**src/rtl/mult_share_arb_if.sv**
```systemverilog
// Bundle of requester-side and multiplier-side signals for the shared-multiplier arbiter.
// The slave modport is the arbiter's view; master is the environment (requesters plus multiplier).
interface mult_share_arb_if;
  logic        req0;
  logic        req1;
  logic [7:0]  a0;
  logic [7:0]  b0;
  logic [7:0]  a1;
  logic [7:0]  b1;
  logic        ack0;
  logic        ack1;
  logic [15:0] result;
  logic        err;
  logic        busy;
  logic        grant_id;
  logic [1:0]  state_out;
  logic        mult_start;
  logic [7:0]  mult_a;
  logic [7:0]  mult_b;
  logic        mult_done;
  logic [15:0] mult_product;

  modport slave (
    input  req0, req1, a0, b0, a1, b1, mult_done, mult_product,
    output ack0, ack1, result, err, busy, grant_id, state_out,
           mult_start, mult_a, mult_b
  );

  modport master (
    output req0, req1, a0, b0, a1, b1, mult_done, mult_product,
    input  ack0, ack1, result, err, busy, grant_id, state_out,
           mult_start, mult_a, mult_b
  );
endinterface

```
**src/rtl/mult_share_arb.sv**
```systemverilog
// Round-robin arbiter sharing one sequential 8x8 multiplier between two requesters,
// with a watchdog that aborts a multiplication that never reports done.
module mult_share_arb #(
  parameter int unsigned TIMEOUT = 31
) (
  input  logic            clk,
  input  logic            reset_a,
  mult_share_arb_if.slave bus
);
  localparam int unsigned OP_W  = 8;
  localparam int unsigned RES_W = 16;
  localparam int unsigned CNT_W = 8;

  typedef enum logic [1:0] {
    IDLE  = 2'd0,
    ISSUE = 2'd1,
    WAIT  = 2'd2,
    RESP  = 2'd3
  } state_e;

  state_e             state_q, state_d;
  logic               prio_q, prio_d;
  logic               grant_q, grant_d;
  logic               ack0_q, ack0_d;
  logic               ack1_q, ack1_d;
  logic               start_q, start_d;
  logic               busy_q, busy_d;
  logic               err_q, err_d;
  logic [OP_W-1:0]    a_q, a_d;
  logic [OP_W-1:0]    b_q, b_d;
  logic [RES_W-1:0]   result_q, result_d;
  logic [CNT_W-1:0]   cnt_q, cnt_d;
  logic               win;
  logic               fin;

  // Next-state and registered-output computation; result/err/ack only live in RESP.
  always_comb begin
    state_d  = state_q;
    prio_d   = prio_q;
    grant_d  = grant_q;
    a_d      = a_q;
    b_d      = b_q;
    cnt_d    = cnt_q;
    ack0_d   = 1'b0;
    ack1_d   = 1'b0;
    start_d  = 1'b0;
    err_d    = 1'b0;
    result_d = '0;
    fin      = 1'b0;
    win      = bus.req1 & (~bus.req0 | prio_q);

    case (state_q)
      IDLE: begin
        if (bus.req0 | bus.req1) begin
          grant_d = win;
          a_d     = win ? bus.a1 : bus.a0;
          b_d     = win ? bus.b1 : bus.b0;
          start_d = 1'b1;
          state_d = ISSUE;
        end
      end
      ISSUE: begin
        cnt_d   = '0;
        state_d = WAIT;
      end
      WAIT: begin
        cnt_d = cnt_q + CNT_W'(1);
        // done takes precedence over an expiring watchdog in the same cycle
        if (bus.mult_done) begin
          result_d = bus.mult_product;
          fin      = 1'b1;
        end else if (cnt_q == CNT_W'(TIMEOUT - 1)) begin
          err_d = 1'b1;
          fin   = 1'b1;
        end
        if (fin) begin
          ack0_d  = ~grant_q;
          ack1_d  = grant_q;
          state_d = RESP;
        end
      end
      RESP: begin
        prio_d  = ~grant_q;
        state_d = IDLE;
      end
      default: state_d = IDLE;
    endcase

    busy_d = (state_d != IDLE);
  end

  always_ff @(posedge clk or posedge reset_a) begin
    if (reset_a) begin
      state_q  <= IDLE;
      prio_q   <= 1'b0;
      grant_q  <= 1'b0;
      ack0_q   <= 1'b0;
      ack1_q   <= 1'b0;
      start_q  <= 1'b0;
      busy_q   <= 1'b0;
      err_q    <= 1'b0;
      a_q      <= '0;
      b_q      <= '0;
      result_q <= '0;
      cnt_q    <= '0;
    end else begin
      state_q  <= state_d;
      prio_q   <= prio_d;
      grant_q  <= grant_d;
      ack0_q   <= ack0_d;
      ack1_q   <= ack1_d;
      start_q  <= start_d;
      busy_q   <= busy_d;
      err_q    <= err_d;
      a_q      <= a_d;
      b_q      <= b_d;
      result_q <= result_d;
      cnt_q    <= cnt_d;
    end
  end

  assign bus.ack0       = ack0_q;
  assign bus.ack1       = ack1_q;
  assign bus.result     = result_q;
  assign bus.err        = err_q;
  assign bus.busy       = busy_q;
  assign bus.grant_id   = grant_q;
  assign bus.state_out  = state_q;
  assign bus.mult_start = start_q;
  assign bus.mult_a     = a_q;
  assign bus.mult_b     = b_q;
endmodule

```
**src/flat_wrapper.sv**
```systemverilog
// flat-port wrapper written by rule: the top's interface ports become plain ports
module mult_share_arb_flat 
#(
  parameter int unsigned TIMEOUT = 31
)
  (clk, reset_a, bus_req0, bus_req1, bus_a0, bus_b0, bus_a1, bus_b1, bus_mult_done, bus_mult_product, bus_ack0, bus_ack1, bus_result, bus_err, bus_busy, bus_grant_id, bus_state_out, bus_mult_start, bus_mult_a, bus_mult_b);
  mult_share_arb_if bus_i ();
  input  logic clk;
  input  logic reset_a;
  input wire logic [$bits(bus_i.req0)-1:0] bus_req0;
  input wire logic [$bits(bus_i.req1)-1:0] bus_req1;
  input wire logic [$bits(bus_i.a0)-1:0] bus_a0;
  input wire logic [$bits(bus_i.b0)-1:0] bus_b0;
  input wire logic [$bits(bus_i.a1)-1:0] bus_a1;
  input wire logic [$bits(bus_i.b1)-1:0] bus_b1;
  input wire logic [$bits(bus_i.mult_done)-1:0] bus_mult_done;
  input wire logic [$bits(bus_i.mult_product)-1:0] bus_mult_product;
  output wire logic [$bits(bus_i.ack0)-1:0] bus_ack0;
  output wire logic [$bits(bus_i.ack1)-1:0] bus_ack1;
  output wire logic [$bits(bus_i.result)-1:0] bus_result;
  output wire logic [$bits(bus_i.err)-1:0] bus_err;
  output wire logic [$bits(bus_i.busy)-1:0] bus_busy;
  output wire logic [$bits(bus_i.grant_id)-1:0] bus_grant_id;
  output wire logic [$bits(bus_i.state_out)-1:0] bus_state_out;
  output wire logic [$bits(bus_i.mult_start)-1:0] bus_mult_start;
  output wire logic [$bits(bus_i.mult_a)-1:0] bus_mult_a;
  output wire logic [$bits(bus_i.mult_b)-1:0] bus_mult_b;
  assign bus_i.req0 = bus_req0;
  assign bus_i.req1 = bus_req1;
  assign bus_i.a0 = bus_a0;
  assign bus_i.b0 = bus_b0;
  assign bus_i.a1 = bus_a1;
  assign bus_i.b1 = bus_b1;
  assign bus_i.mult_done = bus_mult_done;
  assign bus_i.mult_product = bus_mult_product;
  assign bus_ack0 = bus_i.ack0;
  assign bus_ack1 = bus_i.ack1;
  assign bus_result = bus_i.result;
  assign bus_err = bus_i.err;
  assign bus_busy = bus_i.busy;
  assign bus_grant_id = bus_i.grant_id;
  assign bus_state_out = bus_i.state_out;
  assign bus_mult_start = bus_i.mult_start;
  assign bus_mult_a = bus_i.mult_a;
  assign bus_mult_b = bus_i.mult_b;
  mult_share_arb #(.TIMEOUT(TIMEOUT)) u_core (.clk(clk), .reset_a(reset_a), .bus(bus_i));
endmodule
```
**config.mk**
```make
export PLATFORM = sky130hd
export DESIGN_NAME = mult_share_arb_flat
export DESIGN_NICKNAME = d
export VERILOG_FILES = /design/src/rtl/mult_share_arb_if.sv /design/src/rtl/mult_share_arb.sv /design/src/flat_wrapper.sv
export SDC_FILE = /design/constraint.sdc
export NUM_CORES = 1
export LEC_CHECK = 0
export ABC_AREA = 0
export BUFFER_PORTS_ARGS = -buffer_cell sky130_fd_sc_hd__buf_2
export CORE_ASPECT_RATIO = 0.7
export CORE_MARGIN = 2
export CORE_UTILIZATION = 25
export CTS_CLUSTER_SIZE = 14
export DETAILED_ROUTE_END_ITERATION = 7
export PLACE_DENSITY = 0.47
export RECOVER_POWER = 100
export SETUP_SLACK_MARGIN = 0.15
export SYNTH_ARGS = -nofsm -noshare
export SYNTH_HDL_FRONTEND = slang
export SYNTH_SLANG_ARGS = --single-unit
```
**constraint.sdc**
```tcl
create_clock -name clk -period 3.4 [get_ports clk]
set_clock_uncertainty 0.15 [all_clocks]
set_input_delay 0.68 -clock clk [delete_from_list [all_inputs] [get_ports clk]]
set_output_delay 0.68 -clock clk [all_outputs]
set_load 0.05 [all_outputs]
```
==> results.yml <==
pwr:
  switching_share_pct: 49.87
  p_leak_nw: 1.282
  intPower_mw: 1.301
  p_clk_share_pct: 18.8
  p_comb_share_pct: 48.2
  ir_drop_v: 0.0003310
  power_mw: 2.595
  p_sw_mw: 1.294
  sequentialPowerShare_pct: 33.0
  power_density_nw_per_um2: 937.1
placed_design:
  io_buffers: 92
  dp_hpwl_mm: 3.864
  routabilityCongestion: 0.6901
  placed_area_um2: 2684
clock_tree:
  clockBufferDepth: 2
  clock_latency_ns: 0.28
  cts_setup_buffers: 0
  cts.htree.levels: 2
  numCtsBuffers: 5
  clock_sinks: 49
  cts_tree: "done"
  cts_resized: 0
  hold_buffers: 0
  clkTransAtPathRegs_ns: 0.07
  root_buffer: "clkbuf_16"
setup_path:
  rr_worst_depth: 6
  worst_setup_path_start_kind: "flop"
  worstPathCellList: "inv_1 > ha_1 > clkbuf_1 > o21ai_0 > o211a_1 > o21bai_1"
  critPathMaxFanout: 15
  cp_top_family: "buffers and inverters"
  critPathSlowestCell: "clkbuf_1"
  worst_setup_path_end_kind: "flop"
  critPathArrivalTime_ns: 2.34
  required_ns: 3.44
  slowest_delay_ns: 0.52
  r2r_start: "u_core.bus.state_out[0]"
  r2r-end: "u_core.bus.busy"
  crit_buf_inv: 2
  path_class: "reg2reg"
  rrSetupSlack_ns: 1.10
yosys:
  synth_enable_flop_cells: 0
  synth_largest_area_cell: "dfrtp_1"
  ys_seq_area_share_pct: 57.21
  synth_fp_nets: 270
  ys_ff_latch: 49
  avgSynthCellArea_um2: 10.16
  yosysMostFrequentCell: "dfrtp_1"
  synth_area_um2: 2143
  yosysWarningCount: 0
  synth_cells: 211
  synthTopCellsByArea: "dfrtp_1 (57%), nand3_1 (6.1%), a31oi_1 (4.7%)"
  synth.top_cell.area_share_pct: 57.21
  synth-main-ff-cell: "dfrtp_1"
  ys_types: 32
  synth.top_cells.by_count: "dfrtp_1 (49), nand3_1 (26), nor2_1 (20)"
  async_flop_share_pct: 100.0
timing:
  fin_crit_sh_pct: 67.52
  period_minus_slack_ns: 2.296
  slew_headroom_pct: 37.08
  setup_tns_ns: 0
  max_freq_mhz: 435.6
  worst_pin_slew_ns: 0.9437
  hold_viol_final: 0
  finalSetupViolCount: 0
  slew_violations: 0
  timing.hold.ws_ns: 0.2645
  rsz0062_at_grt: "false"
drt:
  avgRoutedWirePerCell_um: 13.67
  routed_wl_mm: 5.523
  drc: 0
  vias: 1851
  first_pass_iters: 4
  via_per_inst: 4.582
  ant_nets: 0
  drt_iter0_drc: 178
grt:
  grt_pass1_vias: 1671
  track_usage_pct: 11.65
  antenna_found_initial: 0
  grt-ovfl-total: 0
  grt_max_degree: 37
  grt_pass1_wl_mm: 8.576
status:
  status: "finished clean"
floorplan:
  die_y_um: 81.47
  die_w_um: 114.7
  start_util_pct: 25.60
  die-area_um2: 9342
  ios: 93
  rows: 28
  core_um2: 8373
final_layout:
  area_growth_syn_to_layout_pct: 29.19
  drive_gt1_share_pct: 21.07
  fin_nets: 357
  final_area_um2: 2769
  diodes: 0
hold_path:
  hp-class: "in2async"
flow_run:
  cap_violations: 0
## layer usage
metal | global-route usage [%] | up-vias | share of wire, %
li1 | - | 931 | -
met1 | 17.86 | 859 | 51
met2 | 15.92 | 59 | 42
met3 | 3.026 | 2 | 6.8
met4 | 3.293 | 0 | 0.60
met5 | 0 | - | 0
## layout by cell type, fill, tap and decap left out, types with 2 or more instances in the layout
cell type / instances
nand4_1: 4
o21ai_0: 20
dfrtp_1: 49
nand2b_1: 2
buf_2: 51
nor2_1: 20
a31oi_1: 16
o221ai_1: 2
nand2_1: 4
ha_1: 6
o211ai_1: 2
nand3_1: 26
and3_1: 16
inv_1: 11
clkbuf_1: 43
a21oi_1: 3
clkbuf_16: 5
## per-stage QoR
step           worst slack (ns)  utilization, %  std cells
2_1_floorplan             1.352               -        211
6_report                  1.104           33.07        404
5_1_grt                  0.7798           33.07        404
3_3_place_gp              1.387           32.05        396
3_5_place_dp              1.331           32.05        396
4_1_cts                   1.329           33.76        404
## cells by family (layout without fill, tap and decap cells)
group,Yosys count,after routing,share of synthesized area [%]
buf+inv,26,114,5.371
flops,49,49,57.21
simple gates,79,79,19.44
mux,1,1,0.4670
compound gates,50,50,14.01
fa+ha+maj,6,6,3.503
## sequential cells by signal (all words and copies together), names as in the netlist
register and count:
u_core.bus.ack0 1, u_core.bus.busy 1, u_core.bus.grant_id 1, u_core.bus.ack1 1
u_core.cnt_q 8, u_core.bus.mult_start 1, u_core.bus.mult_a 8, u_core.prio_q 1
u_core.bus.err 1, u_core.bus.mult_b 8, u_core.bus.result 16, u_core.bus.state_out 2
## worst max-delay path by stage
stage	cells after the start	end	start	slack, ns
after floorplan	5	u_core.cnt_q[7]	u_core.bus.state_out[0]	1.35
after global placement	4	u_core.bus.mult_a[6]	bus_req1	1.39
after detailed placement	5	u_core.cnt_q[7]	u_core.bus.state_out[0]	1.33
after CTS	5	u_core.cnt_q[7]	u_core.bus.state_out[0]	1.33
after global routing	6	u_core.bus.busy	u_core.bus.state_out[0]	0.78
final	6	u_core.bus.busy	u_core.bus.state_out[0]	1.10
## worst reg2reg max path: cells and delay by family (launching register included)
family,cells,cell delay [ns]
buffers and inverters,2,0.64
flip-flops,1,0.43
adder cells (fa/ha/maj),1,0.46
AO/OA/AOI/OAI,3,0.54
## power by group through the flow
stage          registers, mW  logic, mW  clock network (mW)
4_1_cts                0.851       1.32               0.507
3_3_place_gp           0.861       1.31                   0
5_1_grt                0.880       1.37               0.536
2_1_floorplan           1.41      0.456                   0
6_report               0.856       1.25               0.488
3_5_place_dp           0.862       1.31                   0
## layout make-up
cell class	count	area, um2
inverters	11	41.29
fillers	896	5604
well taps	105	131.4
repair buffers	95	425.4
clock buffers	6	128.9
clock inverters	2	13.76
multi-input cells	136	802.0
flip-flops and latches	49	1226
(Power assumes the default switching activity.)
